==> config.mk <==
export PLATFORM = sky130hd
export DESIGN_NAME = uart_config_show_gen
export DESIGN_NICKNAME = d
export VERILOG_FILES = /design/src/rtl/uart_cfg_pkg.sv /design/src/rtl/uart_tx_byte.sv /design/src/rtl/uart_config_show_gen.sv
export SDC_FILE = /design/constraint.sdc
export NUM_CORES = 1
export LEC_CHECK = 0
export CAP_MARGIN = 40
export CORE_MARGIN = 5
export CORE_UTILIZATION = 50
export DETAILED_ROUTE_END_ITERATION = 8
export PLACE_DENSITY = 0.72
export SETUP_SLACK_MARGIN = 0.05
export SLEW_MARGIN = 0
export SYNTH_ARGS = -nofsm -noshare
export SYNTH_HDL_FRONTEND = slang
export SYNTH_HIERARCHICAL = 1
export SYNTH_SLANG_ARGS = --single-unit
==> constraint.sdc <==
create_clock -name clk10mhz -period 5.5 [get_ports clk10mhz]
set_clock_uncertainty 0.05 [all_clocks]
set_input_delay 1.375 -clock clk10mhz [delete_from_list [all_inputs] [get_ports clk10mhz]]
set_output_delay 1.375 -clock clk10mhz [all_outputs]
set_load 0.02 [all_outputs]
==> src/rtl/uart_cfg_pkg.sv <==
// Shared definitions for the configuration register with UART read-back.
// Checksum byte is enabled by defining UART_CFG_CHECKSUM_EN.
package uart_cfg_pkg;

  localparam logic [7:0] CFG_HDR = 8'hA5;

  typedef enum logic [1:0] {
    LOAD,
    IDLE,
    SNAP,
    SEND
  } cfg_state_e;

  // Rounded clocks-per-bit divisor.
  function automatic int unsigned baud_div(input int unsigned clk_hz, input int unsigned baud);
    return (clk_hz + baud / 2) / baud;
  endfunction

endpackage

==> src/rtl/uart_tx_byte.sv <==
// 8N1 byte serialiser with its own baud counter. A start issued in the last
// clock of a stop bit continues the line back to back. DIV must be >= 2.
module uart_tx_byte #(
  parameter int unsigned DIV = 87
) (
  input  logic       clk10mhz,
  input  logic       rst,
  input  logic       start,
  input  logic [7:0] data,
  output logic       tx,
  output logic       busy,
  output logic       done
);

  localparam int unsigned   BW        = (DIV > 1) ? $clog2(DIV) : 1;
  localparam logic [BW-1:0] LAST_TICK = BW'(DIV - 1);
  localparam logic [BW-1:0] DONE_TICK = BW'(DIV - 2);

  logic [BW-1:0] baud_q, baud_d;
  logic [3:0]    bit_q, bit_d;
  logic [8:0]    shf_q, shf_d;
  logic          tx_q, tx_d;
  logic          busy_q, busy_d;
  logic          done_q, done_d;

  always_ff @(posedge clk10mhz or posedge rst) begin
    if (rst) begin
      baud_q <= '0;
      bit_q  <= '0;
      shf_q  <= '1;
      tx_q   <= 1'b1;
      busy_q <= 1'b0;
      done_q <= 1'b0;
    end else begin
      baud_q <= baud_d;
      bit_q  <= bit_d;
      shf_q  <= shf_d;
      tx_q   <= tx_d;
      busy_q <= busy_d;
      done_q <= done_d;
    end
  end

  // Bit sequencing; done marks the final clock of the stop bit.
  always_comb begin
    baud_d = baud_q;
    bit_d  = bit_q;
    shf_d  = shf_q;
    tx_d   = tx_q;
    busy_d = busy_q;
    done_d = 1'b0;
    if (start) begin
      tx_d   = 1'b0;
      busy_d = 1'b1;
      baud_d = '0;
      bit_d  = '0;
      shf_d  = {1'b1, data};
    end else if (busy_q) begin
      if (baud_q == LAST_TICK) begin
        baud_d = '0;
        if (bit_q == 4'd9) begin
          busy_d = 1'b0;
          tx_d   = 1'b1;
        end else begin
          bit_d = bit_q + 4'd1;
          tx_d  = shf_q[0];
          shf_d = {1'b1, shf_q[8:1]};
        end
      end else begin
        baud_d = baud_q + BW'(1);
        if (bit_q == 4'd9 && baud_q == DONE_TICK) done_d = 1'b1;
      end
    end
  end

  assign tx   = tx_q;
  assign busy = busy_q;
  assign done = done_q;

endmodule

==> src/rtl/uart_config_show_gen.sv <==
// Configuration register with framed UART read-back (header, payload MSB
// first, optional checksum when UART_CFG_CHECKSUM_EN is defined).
module uart_config_show_gen
  import uart_cfg_pkg::*;
#(
  parameter int unsigned BUS_BYTES     = 1,
  parameter int unsigned CLK_HZ        = 10_000_000,
  parameter int unsigned BAUD          = 115200,
  parameter int unsigned REPORT_PERIOD = 1_000_000
) (
  input  logic                   clk10mhz,
  input  logic                   rst,
  input  logic [8*BUS_BYTES-1:0] busDefault,
  output logic [8*BUS_BYTES-1:0] busNow,
  input  logic                   setValid,
  input  logic [8*BUS_BYTES-1:0] setData,
  input  logic                   showReq,
  output logic                   uTx,
  output logic                   txBusy,
  output logic                   frameDone
);

  localparam int unsigned W    = 8 * BUS_BYTES;
  localparam int unsigned DIV  = baud_div(CLK_HZ, BAUD);
`ifdef UART_CFG_CHECKSUM_EN
  localparam int unsigned CSUM = 1;
`else
  localparam int unsigned CSUM = 0;
`endif
  localparam int unsigned   NBYTES   = 1 + BUS_BYTES + CSUM;
  localparam int unsigned   IW       = $clog2(NBYTES + 1);
  localparam logic [IW-1:0] LAST_IDX = IW'(NBYTES - 1);
  localparam bit            PER_EN   = (REPORT_PERIOD != 0);
  localparam int unsigned   PW       = (REPORT_PERIOD > 1) ? $clog2(REPORT_PERIOD) : 1;
  localparam logic [PW-1:0] PER_LAST = PW'((REPORT_PERIOD == 0) ? 0 : REPORT_PERIOD - 1);

  cfg_state_e    state_q, state_d;
  logic [W-1:0]  bus_q, bus_d;
  logic [W-1:0]  snap_q, snap_d;
  logic          pend_q, pend_d;
  logic [IW-1:0] idx_q, idx_d;
  logic [7:0]    csum_q, csum_d;
  logic [PW-1:0] per_q, per_d;
  logic          fdone_q, fdone_d;

  logic          start_c;
  logic [7:0]    tx_data_c;
  logic [IW-1:0] next_idx_c;
  logic [7:0]    pay_byte_c;
  logic          per_hit_c;
  logic          byte_done;

  always_ff @(posedge clk10mhz or posedge rst) begin
    if (rst) begin
      state_q <= LOAD;
      bus_q   <= '0;
      snap_q  <= '0;
      pend_q  <= 1'b0;
      idx_q   <= '0;
      csum_q  <= '0;
      per_q   <= '0;
      fdone_q <= 1'b0;
    end else begin
      state_q <= state_d;
      bus_q   <= bus_d;
      snap_q  <= snap_d;
      pend_q  <= pend_d;
      idx_q   <= idx_d;
      csum_q  <= csum_d;
      per_q   <= per_d;
      fdone_q <= fdone_d;
    end
  end

  always_comb begin
    state_d    = state_q;
    bus_d      = bus_q;
    snap_d     = snap_q;
    pend_d     = pend_q;
    idx_d      = idx_q;
    csum_d     = csum_q;
    per_d      = per_q;
    fdone_d    = 1'b0;
    per_hit_c  = 1'b0;
    start_c    = 1'b0;
    tx_data_c  = CFG_HDR;
    next_idx_c = idx_q + IW'(1);
    pay_byte_c = '0;

    // Payload byte for the next index; index 1 is the most significant byte.
    for (int i = 0; i < int'(BUS_BYTES); i++) begin
      if (next_idx_c == IW'(i + 1)) pay_byte_c = snap_q[8*(int'(BUS_BYTES)-1-i) +: 8];
    end

    if (PER_EN) begin
      per_hit_c = (per_q == PER_LAST);
      per_d     = per_hit_c ? '0 : per_q + PW'(1);
    end

    if (setValid) bus_d = setData;

    case (state_q)
      LOAD: begin
        if (!setValid) bus_d = busDefault;
        pend_d  = 1'b1;
        state_d = IDLE;
      end
      IDLE: begin
        if (pend_q) state_d = SNAP;
      end
      SNAP: begin
        snap_d    = bus_q;
        pend_d    = 1'b0;
        start_c   = 1'b1;
        tx_data_c = CFG_HDR;
        idx_d     = '0;
        csum_d    = '0;
        state_d   = SEND;
      end
      SEND: begin
        if (byte_done) begin
          if (idx_q == LAST_IDX) begin
            fdone_d = 1'b1;
            state_d = IDLE;
          end else begin
            start_c = 1'b1;
            idx_d   = next_idx_c;
            csum_d  = csum_q + pay_byte_c;
`ifdef UART_CFG_CHECKSUM_EN
            tx_data_c = (next_idx_c == LAST_IDX) ? csum_q : pay_byte_c;
`else
            tx_data_c = pay_byte_c;
`endif
          end
        end
      end
      default: state_d = LOAD;
    endcase

    // Triggers collapse into one pending frame; a trigger during SNAP re-arms it.
    if (showReq || setValid || per_hit_c) pend_d = 1'b1;
  end

  uart_tx_byte #(
    .DIV(DIV)
  ) u_tx (
    .clk10mhz(clk10mhz),
    .rst     (rst),
    .start   (start_c),
    .data    (tx_data_c),
    .tx      (uTx),
    .busy    (txBusy),
    .done    (byte_done)
  );

  assign busNow    = bus_q;
  assign frameDone = fdone_q;

endmodule

== Word-level counts from Yosys, hierarchy flattened ==
Index checks and enable logic that the tools add are counted.
Word-level totals
  bits in registers: 65
  memory bits (writable): 0
  memories: 0
  input port bits: 20
  output and inout bits: 11
  latch bits: 0
  ROM bits: 0
  logic and storage cells: 89
Cells by class
  shift operators: 0
  bitwise gates (word level): 0
  reductions and logical operators: 12
  eq/ne operators: 14
  div/mod/pow operators: 0
  multiplexer cells: 46
  $add $sub $neg: 4
  magnitude comparators: 0
  multipliers: 0
Operators by type and width (count)
  8-bit two-way mux: 7
  9-bit two-way mux: 4
  7-bit two-way mux: 3
  20-bit by 1-bit adder with 20-bit output (second input constant): 1
  20-bit equality test (second input constant): 1
  20-bit two-way mux: 1
  1-bit two-way mux: 18
  4-bit two-way mux: 4
  7-bit equality test (second input constant): 2
  2-bit two-way mux: 5
  3-bit AND reduction: 3
  2-bit != test (second input constant): 4
  2-bit case mux with 4 select lines: 1
  7-bit by 1-bit adder with 7-bit output (second input constant): 1
  2-bit by 1-bit equality test with 1-bit output (second input constant): 3
  2-bit nonzero test: 3
  4-bit by 1-bit adder with 4-bit output (second input constant): 1
  2-bit equality test (second input constant): 2
  4-bit equality test (second input constant): 1
  1-bit case mux with 2 select lines: 2
  2-bit case mux with 2 select lines: 1
  3-bit nonzero test: 1
  2-bit by 1-bit adder with 2-bit output (second input constant): 1
  2-bit logical NOT: 1
  other kinds (4): 5

== Logic depth before layout (Yosys ltp) ==
Gate-level depths: netlist of the first run.
  depth after elaboration: 7
  mapped depth: 8

== Cells and area by module ==
Netlist of the first run, hierarchy kept.
Modules (own cells, without submodules)
  uart_config_show_gen: cells each 192, area each 2010.7 um^2, instances 1, sequential area each 1051.0 um^2
  uart_tx_byte: cells each 122, area each 1232.4 um^2, instances 1, sequential area each 561.8 um^2

== Worst setup path before layout of the first run ==
No wires, ideal clock.
  kind: input to register
  from: in setValid
  to: reg pend_q
  setup time: 0.139 ns
  buffers on the path: 0
  arrival: 1.869 ns
  setup slack: 3.442 ns
  stages: 1
  cells stage by stage: or4_1
On the way
  longest elaborated chain between the ends: 3
  elaborated cells between the ends (all ways): 4
  those cells by class: mux: 1; reduce/logical: 3
RTL lines
  start: declaration: RTL line uart_config_show_gen.sv:15  | input logic setValid,
  1-bit logical OR * (2 in series): RTL line uart_config_show_gen.sv:141  | if (showReq || setValid || per_hit_c) pend_d = 1'b1;
  3-bit nonzero test (no line) or 1-bit two-way mux (tied branches)
  end signal: assignment: RTL line uart_config_show_gen.sv:67  | pend_q <= pend_d;
  end: declaration: RTL line uart_config_show_gen.sv:40  | logic pend_q, pend_d;
Every way passes the cells marked *; elsewhere a longest branch is shown, timed or not.
A chain may end at the register's enable or synchronous reset.

== Worst setup path after layout of the first run ==
  from: reg u_tx.busy_q (netlist: u_tx/busy)
  to: out txBusy
RTL lines
  start: declaration: RTL line uart_tx_byte.sv:23  | logic busy_q, busy_d;
  start signal: assignment: RTL line uart_tx_byte.sv:39  | busy_q <= busy_d;
  end: declaration: RTL line uart_config_show_gen.sv:19  | output logic txBusy,
No word-level cell between the ends.

==> results of run 1 <==
## sequential cells by signal, summed over array words and instances, names as in the netlist
register and flops:
frameDone 1, state_q 2, u_tx/bit_q 4, snap_q 8, u_tx/tx 1, busNow 8, idx_q 2, u_tx/busy 1
pend_q 1, u_tx/baud_q 7, u_tx/shf_q 8, per_q 20, u_tx/done 1
## area by class of cell
class | instances | area share
Clock inverter | 2 | 0.00909
Clock buffer | 14 | 0.0474
Tap cell | 77 | 0.0250
Timing Repair Buffer | 34 | 0.0887
Sequential cell | 64 | 0.419
Inverter | 19 | 0.0185
Multi-Input combinational cell | 221 | 0.393
## per-layer routing
| metal | vias up | GRT usage | wire (um) |
|---|---|---|---|
| li1 | 1166 | - | - |
| met1 | 1140 | 0.226 | 2990 |
| met2 | 40 | 0.251 | 2940 |
| met3 | 4 | 0.0333 | 209 |
| met4 | 0 | 0.0608 | 39 |
| met5 | - | 0 | 0 |
## Yosys cell counts (all sizes together), types with 3 or more instances
library cell	instances	area (um^2)
mux2i	10	100
nor4	4	40.0
xnor2	10	87.6
nand2b	3	18.8
nand3	16	80.1
dfrtp	55	1380
nand4	7	58.8
a221o	4	40.0
xor2	5	43.8
and3	7	45.1
inv	19	71.3
nor2	23	91.3
clkbuf	9	35.0
nor2b	9	56.3
dfstp	9	236
mux2	10	113
a21oi	9	45.0
nand2	35	131
nor3	4	20.0
or4	3	27.5
ha	12	150
o21ai	19	95.1
or3	3	18.8
nor4b	3	26.3
## logic make-up (layout without fill, tap and decap cells)
| logic type | count (synthesis) | count (layout) |
|---|---|---|
| muxes | 20 | 20 |
| xor gates and xnor gates | 15 | 15 |
| and+or+nand+nor | 131 | 131 |
| AOI/OAI and AO/OA | 43 | 43 |
| adders and majority gates | 12 | 12 |
| DFF | 64 | 64 |
| buffers and inverters | 29 | 69 |
## power by group
group | switching (uW) | internal [uW]
Sequential | 7.16 | 481
Combinational | 26.2 | 29.3
Clock | 174 | 259
Total | 207 | 769
## worst min path at each step
stage | start | end | slack [ps] | depth (start not counted)
after CTS | per_q[0]$_DFF_PP0_ | per_q[0]$_DFF_PP0_ | 450 | 1
after floorplan | per_q[0]$_DFF_PP0_ | per_q[0]$_DFF_PP0_ | 410 | 1
after global routing | snap_q[1]$_DFFE_PP0P_ | snap_q[1]$_DFFE_PP0P_ | 470 | 1
final | per_q[0]$_DFF_PP0_ | per_q[0]$_DFF_PP0_ | 450 | 1
after detailed placement | per_q[13]$_DFF_PP0_ | per_q[13]$_DFF_PP0_ | 440 | 1
after global placement | per_q[0]$_DFF_PP0_ | per_q[0]$_DFF_PP0_ | 430 | 1
## metrics by stage
| stage | hold WS, ps | utilization | cells | instance area (um^2) | setup slack, ps |
|---|---|---|---|---|---|
| after floorplan | 405 | - | 314 | 3240 | 3100 |
| after global placement | 428 | 0.572 | 413 | 3610 | 2730 |
| after detailed placement | 438 | 0.574 | 414 | 3620 | 2690 |
| after CTS | 451 | 0.608 | 430 | 3840 | 2550 |
| after global routing | 475 | 0.610 | 431 | 3850 | 2480 |
| final | 447 | 0.610 | 431 | 3850 | 2570 |
==> run_results.csv, run 1 <==
group,metric,value,unit
placed_design,port-buffer-count,30,
timing,fin_crit_sh,0.532,
setup_path,end_kind,"output port",
worst_hold_path,hold_class,"flop to flop",
status,outcome,"completed",
timing,relSlewSlack,0.610,
floorplan,start_util,0.514,
timing,rsz0062_at_grt,"no",
setup_path,cp_cell_sequence,"clkdlybuf4s50_1",
run,maxCapViolCount,0,
global_route,antenna_found_initial,0,
clock_network,clkTransAtPathRegs,70,ps
synthesis,synth_top_family_by_area,"simple AND/OR/NAND/NOR gates",
floorplan,num_rows,29,
synthesis,synth_cell_types,50,
clock_network,hold_buffers,0,
detailed_routing,ant_nets,0,
global_route,grt_overflow_total,0,
clock_network,postCtsSetupBuffers,0,
synthesis,synthXorXnorAreaFrac,0.0405,
synthesis,ys_seq_area_frac,0.497,
setup_path,cp.arrival,1500,ps
floorplan,dieHeight,90.5,um
floorplan,coreArea,6310,um^2
setup_path,cp_max_fo,10,
detailed_routing,routed_wl,6.18,mm
synthesis,synth.yosys.warnings,6,
layout,multi_input_comb_area,1510,um^2
power,p_leak,0.00168,uW
detailed_routing,wl_per_cell,14.3,um
setup_path,path_delay_family,"buffers and inverters",
layout,final_common_cell,"dfrtp_1",
setup_path,reg2reg_to,"u_tx/shf_q[3]$_DFFE_PP1P_",
synthesis,synth_edf_count,0,
clock_network,cts_resized,0,
clock_network,cts_sinks,64,
clock_network,cts_buffer_depth,2,
setup_path,critPathRequiredTime,4070,ps
layout,final_cell_mix,"dfrtp_1, nand2_1, clkdlybuf4s50_1, nor2_1, inv_1",
timing,hold_viol,0,
layout,fill_cells,549,
setup_path,startpoint,"u_tx/busy$_DFF_PP0_",
clock_network,cts_root_buf,"clkbuf_8",
power,ir_drop,215,uV
floorplan,fp.dieW,90.5,um
setup_path,timing.rr.start,"state_q[0]$_DFFE_PP0P_",
timing,period_minus_slack,2930,ps
timing,tns,0,ps
clock_network,insertion_delay,330,ps
clock_network,cts_buffers,9,
clock_network,cts_max_level,3,
layout,antennaDiodeCount,0,
detailed_routing,drt_iter0_drc,93,
layout,drive_above_1_share,0.150,
synthesis,ys_ff_latch,64,
setup_path,crit_path_start_kind,"flop",
layout,nets,381,
timing,fmax,342,MHz
synthesis,async_flop_share,1.00,
synthesis,synth_compound_area_frac,0.0856,
timing,tightest_slew,580,ps
setup_path,cp_slowest_cell,"clkdlybuf4s50_1",
timing,finalSetupViolations,0,
setup_path,r2r_cells,7,
placed_design,dp_hpwl,4.43,mm
layout,syn_to_final_growth,18.8,%
synthesis,synth_flop_cell,"dfrtp_1",
setup_path,crit_buf_inv,1,
synthesis,synth_cells,314,
power,finalPower,976,uW
setup_path,rrSetupSlack,3460,ps
synthesis,syn_area,3240,um^2
floorplan,dieArea,8200,um^2
synthesis,synth_fa_ha_area_frac,0.0463,
detailed_routing,drc_errors,0,
detailed_routing,vias_per_cell,5.45,
synthesis,avgSynthCellArea,10.3,um^2
floorplan,ioPinCount,31,
synthesis,muxShareOfSynthArea,0.0656,
setup_path,worstSetupEndpoint,"txBusy",
power,p_per_area,253,nW/um^2
global_route,grt_pass1_vias,2449,
global_route,grt_pass1_wl,11.1,mm
timing,final_max_slew_viol_count,0,
synthesis,syn-num-nets,346,
synthesis,synth-simple-area-share,0.228,
setup_path,cpPeakStageDelay,660,ps
detailed_routing,drtPass1Iterations,4,
clock_network,cts_tree,"done",
placed_design,place.gp.congestion,0.821,
setup_path,path_class,"flop to output port",
detailed_routing,vias,2350,
layout,seq_area,1610,um^2
global_route,grt_max_degree,43,
setup_path,cp.depth,1,
global_route,track_usage,0.163,
No activity file was read; power rests on OpenSTA's default activity.
==> inputs of run 2 (changes only) <==
Settings changed: PLACE_DENSITY 0.72 to 0.75.
Clock period 5.5 ns to 2.6 ns, I/O delays scaled along.
==> run 2 against run 1 <==
Setup slack got worse by 2100 ps. Clock power rose by 120%. Clock-buffer cell count is 3 lower.
==> run_results.csv, run 2 (synthesized netlist as in run 1, its figures left out) <==
group,metric,value,unit
timing,tns,0,ps
timing,rsz0062_at_grt,"no",
setup_path,path_delay_family,"buffers and inverters",
timing,holdWs,454,ps
worst_hold_path,worstHoldStart,"snap_q[6]$_DFFE_PP0P_",
global_route,grt_pass1_wl,10.8,mm
layout,final_core_util,0.613,
clock_network,hold_buffers,0,
global_route,antenna_found_initial,0,
global_route,track_usage,0.157,
layout,final_cells,434,
layout,drive_above_1_share,0.157,
floorplan,coreArea,6310,um^2
placed_design,place.gp.congestion,0.887,
setup_path,cp.arrival,1470,ps
timing,fin_crit_sh,0.834,
power,ir_drop,403,uV
setup_path,cp_max_fo,10,
timing,finalSetupViolations,0,
setup_path,critPathRequiredTime,1900,ps
run,maxCapViolCount,0,
floorplan,num_rows,29,
power,p_per_area,538,nW/um^2
layout,largest_reg_flops,20,
detailed_routing,drtPass1Iterations,4,
worst_hold_path,whs_endpoint,"snap_q[6]$_DFFE_PP0P_",
setup_path,end_kind,"output port",
timing,relSlewSlack,0.614,
clock_network,cts_buffers,9,
setup_path,path_class,"flop to output port",
setup_path,crit_buf_inv,1,
clock_network,clkTransAtPathRegs,70,ps
clock_network,cts_resized,0,
setup_path,cpPeakStageDelay,660,ps
clock_network,insertion_delay,320,ps
timing,hold_viol,0,
floorplan,dieArea,8200,um^2
global_route,grt_pass1_vias,2416,
detailed_routing,vias,2353,
setup_path,cp_cell_sequence,"clkdlybuf4s50_1",
setup_path,reg2reg_to,"u_tx/shf_q[0]$_DFFE_PP1P_",
setup_path,cp_slowest_cell,"clkdlybuf4s50_1",
floorplan,ioPinCount,31,
setup_path,rrSetupSlack,600,ps
timing,period_minus_slack,2170,ps
detailed_routing,drc_errors,0,
global_route,grt_overflow_total,0,
layout,regMostFlops,"per_q",
floorplan,start_util,0.514,
timing,tightest_slew,574,ps
detailed_routing,drt_iter0_drc,107,
layout,nets,384,
timing,final_max_slew_viol_count,0,
layout,final_cell_mix,"dfrtp_1, nand2_1, clkdlybuf4s50_1, nor2_1, inv_1",
global_route,grt_max_degree,43,
detailed_routing,vias_per_cell,5.42,
worst_hold_path,holdPathStages,1,
power,p_leak,0.00168,uW
placed_design,dp_hpwl,4.34,mm
floorplan,dieHeight,90.5,um
setup_path,crit_path_start_kind,"flop",
clock_network,postCtsSetupBuffers,0,
timing,fmax,461,MHz
detailed_routing,dr_wl_met2,2.81,mm
placed_design,port-buffer-count,30,
layout,final_common_cell,"dfrtp_1",
floorplan,fp.dieW,90.5,um
worst_hold_path,hold_class,"flop to flop",
layout,fill_cells,558,
detailed_routing,ant_nets,0,
detailed_routing,wl_met3,252,um
clock_network,cts_buffer_depth,2,
clock_network,cts_tree,"done",
detailed_routing,top_layer,"met4",
detailed_routing,routed_wl,5.99,mm
detailed_routing,wl_per_cell,13.8,um
clock_network,cts_max_level,3,
placed_design,dp.cells,418,
status,outcome,"completed",
clock_network,cts_root_buf,"clkbuf_8",
setup_path,timing.rr.start,"idx_q[0]$_DFFE_PP0P_",
layout,syn_to_final_growth,19.3,%
layout,antennaDiodeCount,0,
detailed_routing,wl_met1,2.90,mm
setup_path,r2r_cells,6,
clock_network,cts_sinks,64,
## run 2: final cells by class
type                            instances  area [um^2]  share of cell area
Sequential cell                        64         1610               0.417
Multi-Input combinational cell        221         1510               0.391
Timing Repair Buffer                   37          353              0.0912
Clock buffer                           11          141              0.0366
Tap cell                               77         96.3              0.0249
Clock inverter                          5         80.1              0.0207
Inverter                               19         71.3              0.0184
## run 2: metal layers
metal  global-route usage  vias up
met5                    0        -
met4               0.0533        0
met3               0.0400        2
met2                0.256       47
met1                0.203     1127
li1                     -     1177
## run 2: through the flow
step	area, um^2	worst slack (ps)	total power, uW
floorplan	3240	589	1100
global placement	3650	682	1170
detailed placement	3650	603	1170
CTS	3870	413	2110
global route	3870	353	2170
finish	3870	432	2080
## run 2: worst max-delay path by stage
stage                                 from                         end  slack [ps]  depth (start not counted)
global route           u_tx/busy$_DFF_PP0_                      txBusy         350                          1
global placement                  setValid          pend_q$_DFFE_PP0P_         680                          3
detailed placement    idx_q[0]$_DFFE_PP0P_   u_tx/shf_q[0]$_DFFE_PP1P_         600                          6
floorplan           state_q[0]$_DFFE_PP0P_  u_tx/baud_q[5]$_DFFE_PP0P_         590                          7
CTS                    u_tx/busy$_DFF_PP0_                      txBusy         410                          1
finish                 u_tx/busy$_DFF_PP0_                      txBusy         430                          1
## run 2: worst register-to-register path, cell delays in order (launching register included)
cell      delay (ps)
dfrtp_1          410
ha_1             250
or2_2            330
nand2b_1         300
buf_4            260
nor3b_1           70
a221o_1          260
## run 2: power by group
part           switching [uW]  leakage, uW  internal, uW  total [uW]
Combinational            53.1     0.000799          61.8         115
Clock                     367     0.000106           565         931
Sequential               14.9     0.000777          1020        1030
==> inputs of run 3 (changes only) <==
Clock period 2.6 ns to 1.9 ns, I/O delays scaled along.
==> run 3 against run 2 <==
First-iteration DRC count increased by 21%. Register-to-register slack got worse by 490 ps. Routed wire length increased by 7.1%. Cell area increased by 3.5%. Critical path type is now flop to flop. Largest cell class unchanged.
==> run_results.csv, run 3 (synthesized netlist as in run 1, its figures left out) <==
group,metric,value,unit
setup_path,cp.arrival,2000,ps
layout,seq_area,1610,um^2
placed_design,preCtsSetupSlack,-71.4,ps
timing,rsz0062_at_grt,"yes",
global_route,track_usage,0.169,
detailed_routing,drtPass1Iterations,4,
clock_network,hold_buffers,0,
worst_hold_path,hold_class,"flop to flop",
setup_path,rrSetupSlack,110,ps
setup_path,r2r_cells,7,
layout,largest_reg_flops,20,
detailed_routing,wl_per_cell,14.1,um
layout,nets,405,
timing,postLayoutSetupSlackWorst,111,ps
status,outcome,"completed",
clock_network,cts_buffers,9,
clock_network,cts_sinks,64,
timing,period_minus_slack,1790,ps
timing,holdWs,435,ps
worst_hold_path,holdPathStages,2,
clock_network,cts_root_buf,"clkbuf_8",
global_route,grt_pass1_vias,2579,
floorplan,coreArea,6310,um^2
timing,relSlewSlack,0.731,
detailed_routing,drt_iter0_drc,129,
power,p_per_area,632,nW/um^2
worst_hold_path,whs_endpoint,"u_tx/tx$_DFFE_PP1P_",
floorplan,start_util,0.514,
power,p_leak,0.00179,uW
floorplan,dieHeight,90.5,um
layout,syn_to_final_growth,23.4,%
setup_path,critPathRequiredTime,2110,ps
floorplan,dieArea,8200,um^2
floorplan,ioPinCount,31,
timing,tightest_slew,399,ps
power,ir_drop,457,uV
timing,fmax,559,MHz
detailed_routing,vias,2473,
timing,finalSetupViolations,0,
layout,multi_input_comb_area,1540,um^2
global_route,antenna_found_initial,0,
placed_design,place.gp.congestion,0.788,
layout,fill_cells,531,
detailed_routing,vias_per_cell,5.44,
setup_path,timing.rr.start,"u_tx/baud_q[0]$_DFFE_PP0P_",
detailed_routing,ant_nets,0,
layout,drive_above_1_share,0.212,
run,maxCapViolCount,0,
detailed_routing,routed_wl,6.41,mm
global_route,grt_overflow_total,0,
placed_design,dp_hpwl,4.63,mm
setup_path,crit_path_start_kind,"flop",
clock_network,clkTransAtPathRegs,70,ps
clock_network,cts_tree,"done",
clock_network,cts_max_level,3,
global_route,grt_pass1_wl,11.5,mm
layout,antennaDiodeCount,0,
timing,final_max_slew_viol_count,0,
layout,regMostFlops,"per_q",
placed_design,port-buffer-count,30,
layout,final_cell_mix,"dfrtp_1, nand2_1, buf_4, nor2_1, clkdlybuf4s50_1",
clock_network,insertion_delay,330,ps
timing,hold_viol,0,
timing,fin_crit_sh,0.941,
floorplan,num_rows,29,
layout,final_common_cell,"dfrtp_1",
setup_path,reg2reg_to,"u_tx/shf_q[0]$_DFFE_PP1P_",
global_route,grt_max_degree,43,
detailed_routing,drc_errors,0,
setup_path,end_kind,"flop",
setup_path,cp_max_fo,17,
setup_path,path_class,"flop to flop",
clock_network,cts_buffer_depth,2,
worst_hold_path,worstHoldStart,"u_tx/tx$_DFFE_PP1P_",
floorplan,fp.dieW,90.5,um
-- run 3: how the worst max path moves through the flow --
stage	start	to	cells past startpoint
floorplan	idx_q[0]$_DFFE_PP0P_	u_tx/shf_q[5]$_DFFE_PP1P_	7
global placement	idx_q[0]$_DFFE_PP0P_	u_tx/baud_q[2]$_DFFE_PP0P_	6
detailed placement	state_q[1]$_DFFE_PP0P_	u_tx/baud_q[4]$_DFFE_PP0P_	7
CTS	frameDone$_DFF_PP0_	frameDone	1
global route	u_tx/baud_q[0]$_DFFE_PP0P_	u_tx/shf_q[0]$_DFFE_PP1P_	7
finish	u_tx/baud_q[0]$_DFFE_PP0P_	u_tx/shf_q[0]$_DFFE_PP1P_	7
-- run 3: cell type report --
| cell class | instances | share of cell area |
|---|---|---|
| flip-flops and latches | 64 | 0.403 |
| multi-input cells | 221 | 0.384 |
| repair buffers | 58 | 0.132 |
| clock buffers | 12 | 0.0338 |
| well taps | 77 | 0.0241 |
| inverters | 19 | 0.0178 |
| clock inverters | 4 | 0.00563 |
-- run 3: worst max-delay path, stage by stage, from the launching register on --
cell and delay (ps):
dfrtp_1 380, inv_1 80, ha_1 220, nand2_1 180, nor4_4 310, buf_12 190, nor3b_1 50, a221o_1 260
-- run 3: power breakdown --
group	switching [uW]	total (uW)	internal, uW	leakage, uW
Sequential	20.8	1410	1390	0.000775
Combinational	74.9	152	76.7	0.000938
Clock	498	966	468	0.0000801
-- run 3: routing by layer --
metal	up-vias	global-route usage	share of wire
met4	0	0.0782	0.014
met2	49	0.265	0.47
met3	8	0.0350	0.033
met5	-	0	0
li1	1220	-	-
met1	1196	0.223	0.49
-- run 3: repair_timing --
item / 4_1_cts / 5_1_grt
buffers inserted: 0 / 1
setup endpoints to repair: 26 / 5
pin swaps: 0 / 1
gates resized for setup: 12 / 6
-- run 3: stage by stage --
step,total power (uW),std cells,cell area (um^2),utilization,setup TNS [ps]
floorplan,1500,314,3250,-,0
global placement,1600,438,3820,0.605,0
detailed placement,1610,438,3820,0.605,-239
CTS,2570,454,3970,0.629,0
global route,2640,455,4000,0.634,0
finish,2530,455,4000,0.634,0
